$ cat config.mk
export PLATFORM = sky130hd
export DESIGN_NAME = cdb_arbiter
export DESIGN_NICKNAME = d
export VERILOG_FILES = /design/src/rtl/cdb_arbiter.sv
export SDC_FILE = /design/constraint.sdc
export NUM_CORES = 1
export LEC_CHECK = 0
export CAP_MARGIN = 20
export CELL_PAD_IN_SITES_DETAIL_PLACEMENT = 0
export CELL_PAD_IN_SITES_GLOBAL_PLACEMENT = 1
export CORE_UTILIZATION = 48
export CTS_CLUSTER_DIAMETER = 80
export DETAILED_ROUTE_END_ITERATION = 12
export PLACE_DENSITY_LB_ADDON = 0.1
export SKIP_CTS_REPAIR_TIMING = 1
export SLEW_MARGIN = 40
export SYNTH_ARGS = -nofsm -noshare
export SYNTH_HDL_FRONTEND = slang
export SYNTH_SLANG_ARGS = --single-unit
$ cat constraint.sdc
create_clock -name clock -period 21.3 [get_ports clock]
set_input_delay 3.195 -clock clock [delete_from_list [all_inputs] [get_ports clock]]
set_output_delay 3.195 -clock clock [all_outputs]
set_load 0.05 [all_outputs]
$ cat src/rtl/cdb_arbiter.sv
// Completion-side CDB arbiter: per-FU result FIFOs feeding a single
// round-robin broadcast onto the common data bus.
module cdb_arbiter #(
    parameter int NUM_FU    = 5,
    parameter int PR_W      = 6,
    parameter int DATA_W    = 64,
    parameter int BUF_DEPTH = 2,
    parameter int ZERO_PR   = 31
) (
    input  logic                     clock,
    input  logic                     reset,
    input  logic                     en,
    input  logic                     rollback_en,
    input  logic [NUM_FU-1:0]        fu_done,
    input  logic [NUM_FU*PR_W-1:0]   fu_T_idx,
    input  logic [NUM_FU*DATA_W-1:0] fu_result,
    output logic [NUM_FU-1:0]        fu_ready,
    output logic                     complete_en,
    output logic [PR_W-1:0]          CDB_T,
    output logic [DATA_W-1:0]        CDB_value
);

    localparam int PTR_W = $clog2(BUF_DEPTH);
    localparam int CNT_W = PTR_W + 1;
    localparam int RR_W  = (NUM_FU > 1) ? $clog2(NUM_FU) : 1;
    localparam logic [PR_W-1:0]  ZERO_T = PR_W'(ZERO_PR);
    localparam logic [CNT_W-1:0] FULL   = CNT_W'(BUF_DEPTH);

    logic [CNT_W-1:0]  cnt_q  [NUM_FU];
    logic [CNT_W-1:0]  cnt_d  [NUM_FU];
    logic [PTR_W-1:0]  head_q [NUM_FU];
    logic [PTR_W-1:0]  head_d [NUM_FU];
    logic [PTR_W-1:0]  tail_q [NUM_FU];
    logic [PTR_W-1:0]  tail_d [NUM_FU];
    logic [PR_W-1:0]   tag_q  [NUM_FU][BUF_DEPTH];
    logic [PR_W-1:0]   tag_d  [NUM_FU][BUF_DEPTH];
    logic [DATA_W-1:0] data_q [NUM_FU][BUF_DEPTH];
    logic [DATA_W-1:0] data_d [NUM_FU][BUF_DEPTH];
    logic [RR_W-1:0]   rr_q;
    logic [RR_W-1:0]   rr_d;

    logic              grant_vld;
    logic [RR_W-1:0]   grant;
    logic [RR_W-1:0]   cand;
    logic [NUM_FU-1:0] push_v;
    logic [NUM_FU-1:0] pop_v;

    function automatic logic [RR_W-1:0] wrap_add(input logic [RR_W-1:0] a,
                                                 input int k);
        int s;
        s = int'(a) + k;
        if (s >= NUM_FU) s = s - NUM_FU;
        return RR_W'(s);
    endfunction

    // First non-empty FIFO at or after rr_q, wrapping around.
    always_comb begin
        grant_vld = 1'b0;
        grant     = '0;
        cand      = '0;
        for (int k = 0; k < NUM_FU; k++) begin
            cand = wrap_add(rr_q, k);
            if (!grant_vld && cnt_q[cand] != '0) begin
                grant_vld = 1'b1;
                grant     = cand;
            end
        end
    end

    always_comb begin
        for (int i = 0; i < NUM_FU; i++) begin
            fu_ready[i] = cnt_q[i] < FULL;
        end
        complete_en = en && !rollback_en && grant_vld;
        CDB_T       = complete_en ? tag_q[grant][head_q[grant]] : ZERO_T;
        CDB_value   = complete_en ? data_q[grant][head_q[grant]] : '0;
    end

    always_comb begin
        cnt_d  = cnt_q;
        head_d = head_q;
        tail_d = tail_q;
        tag_d  = tag_q;
        data_d = data_q;
        rr_d   = rr_q;
        push_v = '0;
        pop_v  = '0;
        if (rollback_en) begin
            for (int i = 0; i < NUM_FU; i++) begin
                cnt_d[i]  = '0;
                head_d[i] = '0;
                tail_d[i] = '0;
            end
            rr_d = '0;
        end else if (en) begin
            for (int i = 0; i < NUM_FU; i++) begin
                // Results tagged ZERO_PR complete the handshake but carry nothing.
                push_v[i] = fu_done[i] && fu_ready[i]
                         && fu_T_idx[i*PR_W +: PR_W] != ZERO_T;
                pop_v[i]  = complete_en && grant == RR_W'(i);
                if (push_v[i]) begin
                    tag_d[i][tail_q[i]]  = fu_T_idx[i*PR_W +: PR_W];
                    data_d[i][tail_q[i]] = fu_result[i*DATA_W +: DATA_W];
                    tail_d[i] = tail_q[i] + PTR_W'(1);
                end
                if (pop_v[i]) begin
                    head_d[i] = head_q[i] + PTR_W'(1);
                end
                cnt_d[i] = cnt_q[i] + CNT_W'(push_v[i]) - CNT_W'(pop_v[i]);
            end
            if (complete_en) rr_d = wrap_add(grant, 1);
        end
    end

    always_ff @(posedge clock) begin
        if (reset) begin
            for (int i = 0; i < NUM_FU; i++) begin
                cnt_q[i]  <= '0;
                head_q[i] <= '0;
                tail_q[i] <= '0;
            end
            rr_q <= '0;
        end else begin
            cnt_q  <= cnt_d;
            head_q <= head_d;
            tail_q <= tail_d;
            rr_q   <= rr_d;
        end
    end

    always_ff @(posedge clock) begin
        tag_q  <= tag_d;
        data_q <= data_d;
    end

endmodule

==> metrics.md <==
| Metric | Value |
|---|---|
| Status | finished clean |
| Multi-input logic area | ~7600 um^2 |
| Syn nets | 2429 |
| Vias in the first global route | about 20000 |
| Initial antenna violation count | 18 |
| Share of cells above drive strength 1 | 6.930% |
| Post-synthesis cell type count | 70 |
| Final Hold Viols | 0 |
| Synth async-reset ratio | 0% |
| Largest net degree at the start of global routing | 98 |
| Placement-stage cell area | 34810 um^2 |
| WP depth | 16 |
| Final worst path period share | 50.61% |
| Min-delay worst type | flip-flop to flip-flop |
| PnR worst setup slack | approximately 11000 ps |
| GP Congestion | between 0.9 and 1 |
| Core Rows | 90 |
| Clock Sink Count | ~720 |
| Post-layout min period | about 11000 ps |
| Nets | 2841 |
| TritonCTS clock tree | done |
| Max Cap Viol | 0 |
| Post-Syn Instances | between 2000 and 2500 |
| CP max FO | 68 |
| Syn. warnings | 0 |
| End point of the critical path | CDB_value[35] |
| Setup TNS Final | 0 ps |
| PD cells | between 100 and 150 nW/um^2 |
| CP max-delay cell | clkdlybuf4s50_1 |
| Filler instances | 4723 |
| CP cell instances | inv_1 -> ha_1 -> a21oi_1 -> xnor2_1 -> o2111ai_1 -> nand3_1 -> or3_4 -> o22ai_4 -> buf_4 -> inv_4 -> buf_4 -> buf_4 -> and3_1 -> o221ai_1 -> o311a_1 -> clkdlybuf4s50_1 |
| TritonRoute pass-1 iters | 5 |
| Die width | ~250 um |
| Total CTS buffers | 76 |
| Seq. cell area | ~21000 um^2 |
| Residual DRC | 0 |
| Wire per inst | roughly 27 um |
| R2r endpoint | cnt_q[3]$_SDFFE_PP0P_ |
| First-pass GRT wire length | 126.6 mm |
| Routed wire length | just under 90 mm |
| Place WS | 11000 ps |
| WP buf/inv | 6 |
| Initial core utilization | roughly half |
| Setup CP Type | flip-flop to primary output |
| Synthesized area per cell | roughly 15 um^2 |
| Worst Reg2Reg Path Length in Cells | 20 |
| Area of the core | approximately 61000 um^2 |
| CTS HTree Levels | 3 |
| Flop-to-flop setup slack | 15030 ps |
| GRT overflow | 0 |
| Yosys top cell by area | edfxtp_1 |
| Fin util | about three fifths |
| Clock tree buffer depth | 3 |
| Vias per cell | between 5 and 6 |
| CP peak stage delay | approximately 820 ps |
| WP data arrival | 7590 ps |
| Reg2reg start | rr_q[2]$_SDFFE_PP0P_ |
| Area share of the largest cell type after synthesis | around 71% |
| Leak Pwr | around 13 nW |
| CP delay by family, top | buffers and inverters |
| Clock Skews | around 16 ps |
| DR vias | 19270 |
| Slew margin rel. | 41.98% |
| CP startpoint | rr_q[2]$_SDFFE_PP0P_ |
| Area delta synth->final | 24.73% |
| # setup viols final | 0 |
| RSZ-0062 raised after global routing | false |
| Most frequent CP cell | buf_4 |
| Die area | between 60000 and 70000 um^2 |
| Number of DRC markers in iteration 0 | approximately 1500 |
| I/O Pins | between 400 and 500 |
| Critical Path RT | around 18000 ps |
| Ys flop type | edfxtp_1 |
| Most numerous cell in the Yosys netlist | edfxtp_1 |
| Critical path startpoint category | flip-flop |
| EDFF count, synth | 700 |
| Most frequent cells after synthesis | edfxtp_1 (700), nand2_1 (365), mux2i_1 (149), o21ai_0 (137), a21oi_1 (76) |
| Area contributors post-synth | edfxtp_1 (71%), mux2i_1 (5.0%), nand2_1 (4.6%) |
| VDD IR-drop max | ~0.096 mV |
| Final max-slew violation count | 0 |
| Post-synthesis sequential area ratio | 72.26% |
| Fmax | between 0.09 and 0.1 GHz |
| Total track usage | 27.50% |
| Clk pin slew, worst setup/hold paths | ~60 ps |
| Die Y | approximately 250 um |
| Slew of the pin with the lowest slew margin | 870.3 ps |
| ANT nets after route | 0 |
| CP Capture Type | primary output |
| Dpl hpwl | 52.88 mm |
| IO buf count | around 430 |
| Total power | 3.889 mW |
| Syn Std Cell Area | 29730 um^2 |
| Latest clock arrival within the worst-skew pair | about 610 ps |
| CTS root buffer | clkbuf_16 |
| Post-synthesis register bit count | between 700 and 800 |
| Post-route cell area | ~37000 um^2 |
[routing by layer]
metal | global-route usage (%) | vias to the layer above | share of wire [%]
met1 | 36.02 | 9597 | 40
met2 | 45.83 | 801 | 49
met5 | 0 | - | 0.17
met4 | 7.631 | 26 | 2.5
li1 | - | 8680 | -
met3 | 6.606 | 164 | 8.5
[power breakdown]
part           leakage [nW]  internal, mW  switching [mW]
registers              6.54          1.59         0.00875
clock network          1.10         0.695           0.521
logic                  5.06         0.367           0.707
[worst min path at each step]
stage,start,to,depth (start not counted)
CTS,head_q[2]$_SDFFE_PP0P_,head_q[2]$_SDFFE_PP0P_,2
global placement,head_q[3]$_SDFFE_PP0P_,head_q[3]$_SDFFE_PP0P_,2
finish,head_q[1]$_SDFFE_PP0P_,head_q[1]$_SDFFE_PP0P_,2
floorplan,head_q[1]$_SDFFE_PP0P_,head_q[1]$_SDFFE_PP0P_,2
detailed placement,head_q[1]$_SDFFE_PP0P_,head_q[1]$_SDFFE_PP0P_,2
global route,head_q[0]$_SDFFE_PP0P_,head_q[0]$_SDFFE_PP0P_,2
[registers in the layout (all words and copies together), names as in the netlist]
register,cells
data_q,640
tag_q,60
cnt_q,10
head_q,5
tail_q,5
rr_q,3
[layout by cell type, fill, tap and decap left out, types with 8 or more instances in the layout]
cell	count
and3_1	67
xor2_1	10
inv_1	24
nand2b_1	10
o21ai_0	137
ha_1	24
xnor2_1	15
clkinv_1	17
nor2_1	41
clkbuf_16	78
mux2i_1	149
nand2_1	363
clkbuf_1	19
a21oi_1	76
o221ai_1	66
clkinv_2	14
buf_4	22
clkdlybuf4s50_1	434
nor3_1	10
o311a_1	70
dfxtp_1	22
edfxtp_1	700
a211oi_1	8
[per-stage QoR]
stage / cells / hold WS [ps]
2_1_floorplan: 2045 / 483.7
5_1_grt: 3295 / 552.4
3_3_place_gp: 3159 / 498.1
6_report: 3297 / 525.9
3_5_place_dp: 3161 / 511.8
4_1_cts: 3293 / 527.7
[final cells by class]
class	instances	share of cell area (%)
flip-flops and latches	723	57.94
multi-input cells	1162	20.49
well taps	782	2.639
inverters	29	0.3172
clock buffers	98	5.493
clock inverters	34	0.5736
repair buffers	465	12.53
diodes	4	0.02700
[cell families after synthesis]
logic type | after synthesis | share of synthesized area [%]
buf+inv | 160 | 2.500
compound gates | 410 | 9.752
simple gates | 540 | 7.942
mux | 162 | 5.737
fa+ha+maj | 25 | 1.077
xor+xnor | 25 | 0.7365
flops | 723 | 72.26
[worst min-delay path, cell delays in order, from the launching register on]
cell and delay [ps]:
dfxtp_1 340, xnor2_1 80, nor2_1 70
Note: power is estimated with default switching activity, not from simulation.
==> variant: new RTL, same settings <==
Change the parameter `DATA_W` from 64 to 32.
--- a/src/rtl/cdb_arbiter.sv
+++ b/src/rtl/cdb_arbiter.sv
@@ -5,3 +5,3 @@
     parameter int PR_W      = 6,
-    parameter int DATA_W    = 64,
+    parameter int DATA_W    = 32,
     parameter int BUF_DEPTH = 2,
Interface: changed (resized CDB_value and fu_result); port bits go from 435 to 243. The function was not compared with the original's and may differ.
==> variant against the unedited design <==
  * Via count is 45% lower
  * Worst hold slack worse by 5.1 ps
  * First-iteration DRC count is 44% lower
  * Sequential share of layout area is 3.0 points lower
  * Critical endpoint is now CDB_T[4]
  * Routed wire length is 48% lower
  * Worst setup slack better by 450 ps
  * Register-to-register slack better by 440 ps
  * Cell area is 42% lower
  * Maximum frequency is 4.4% higher
  * Synthesized area is 42% lower
  * Total power is 48% lower
  * Sequential cell count is 320 lower
  * Non-clock buffer count is 203 lower
==> variant: results (changes against the unedited design) <==
fin_nets: 1594  # -44%
leakage_nw: 7.72  # -39%
ys_seq_area_share_pct: 68.9  # -3.3 points
grt.total_usage_pct: 24.9  # -2.6 points
ys_top_cells_by_area: "edfxtp_1 (66%), mux2i_1 (11%), dfxtp_1 (2.7%)"
hpwl_um: 29200  # -45%
synth_cell_types: 68  # -2.9%
status: "finished clean"
clk_latency_ps: 540  # -70 ps
antenna_found_initial: 9  # -9
skew_ps: 11.3  # -5.12 ps
ir_worst_vdd_uv: 81.0  # -16%
grt_pass1_vias: 10700  # -45%
drive_above_1_share_pct: 10.5  # +3.5 points
htreeDepth: 2  # -1
grt_pass1_wl_um: 66200  # -48%
synth_compound_area_share_pct: 6.82  # -2.9 points
gp_congestion: 0.848  # -5.9%
synth_adder_area_share_pct: 1.86  # +0.78 points
dp_slack_ps: 11020  # +25.5 ps
synth_common_cells: "edfxtp_1 (380), mux2i_1 (194), nor2_1 (82)"
grt_max_degree: 62  # -37%
synthMuxAreaShare_pct: 13.6  # +7.8 points
fillers: 2765  # -41%
synth_nets: 1346  # -45%
maxSlewHeadroom_pct: 45.9  # +3.9 points
cp_max_fo: 17  # -75%
placed_area_um2: 20200  # -42%
synth_top_area_share_pct: 66.3  # -4.4 points
critPathArrivalTime_ps: 7130  # -460 ps
yosys.area_share.xor_xnor_pct: 1.22  # +0.48 points
drt_iter0_markers: 829  # -44%
portBuffers: 242  # -44%
reg.largest.list: "data_q x320, tag_q x60, cnt_q x10"
cts_buffers: 43  # -43%
via_per_inst: 5.71  # -2.3%
synth-edff-count: 380  # -46%
critPathMaxStageDelay_ps: 960  # +140 ps
wire_per_inst_um: 24.4  # -8.1%
[variant: cell count changes in the layout (fill, tap and decap cells not counted), moves of 65 or more]
cell	change
edfxtp_1	-320
o21ai_0	-129
clkdlybuf4s50_1	-192
o311a_1	-65
nand2_1	-321
[variant: tightest hold or removal path, delay by kind of cell (launching register included)]
family,cells,cell delay [ps]
DFF,1,340
xor gates and xnor gates,1,80
and+or+nand+nor,1,70
[variant: worst paths after layout]
| kind | from | end | slack [ps] | cells after the start |
|---|---|---|---|---|
| worst max-delay path | en | CDB_T[4] | 10970 | 8 |
| worst min register to register | head_q[1] | head_q[1] | 520 | 2 |
| worst max register to register | rr_q[0] | cnt_q[3] | 15470 | 20 |
| worst min-delay path | head_q[1] | head_q[1] | 520 | 2 |
[variant: per-stage QoR]
| stage | util (%) | hold slack [ps] | total power, W | std cells |
|---|---|---|---|---|
| 5_1_grt | 61.0 | 571 | 0.00211 | 1869 |
| 4_1_cts | 61.0 | 523 | 0.00205 | 1865 |
| 6_report | 61.1 | 521 | 0.00204 | 1870 |
| 3_5_place_dp | 57.0 | 505 | 0.00131 | 1786 |
| 3_3_place_gp | 56.9 | 509 | 0.00131 | 1785 |
| 2_1_floorplan | - | 484 | 0.00117 | 1122 |
[variant: layout make-up]
class | count | area [um2] | area share (%)
clock inverters | 21 | 240 | 1.11
multi-input cells | 632 | 5050 | 23.4
well taps | 461 | 577 | 2.67
clock buffers | 58 | 1170 | 5.44
diodes | 5 | 12.5 | 0.0579
inverters | 28 | 105 | 0.486
flip-flops and latches | 403 | 11900 | 54.9
repair buffers | 262 | 2580 | 11.9
[variant: per-layer routing]
metal	GRT usage [%]	up-vias	part of all wire, %
li1	-	4879	-
met1	35.0	5336	44
met2	39.7	386	46
met3	4.96	64	7.6
met4	6.17	8	1.8
met5	0	-	0.14
[variant: logic make-up after synthesis]
family	Yosys count
AND/OR/NAND/NOR	200
adder cells (fa/ha/maj)	25
multiplexers	229
AO/OA/AOI/OAI	154
buffers and inverters	87
flip-flops	403
XOR/XNOR	24
[variant: where the power goes]
| group | switching, W | internal (W) |
|---|---|---|
| Combinational | 0.000237 | 0.000171 |
| Sequential | 0.00000501 | 0.000883 |
| Clock | 0.000296 | 0.000449 |
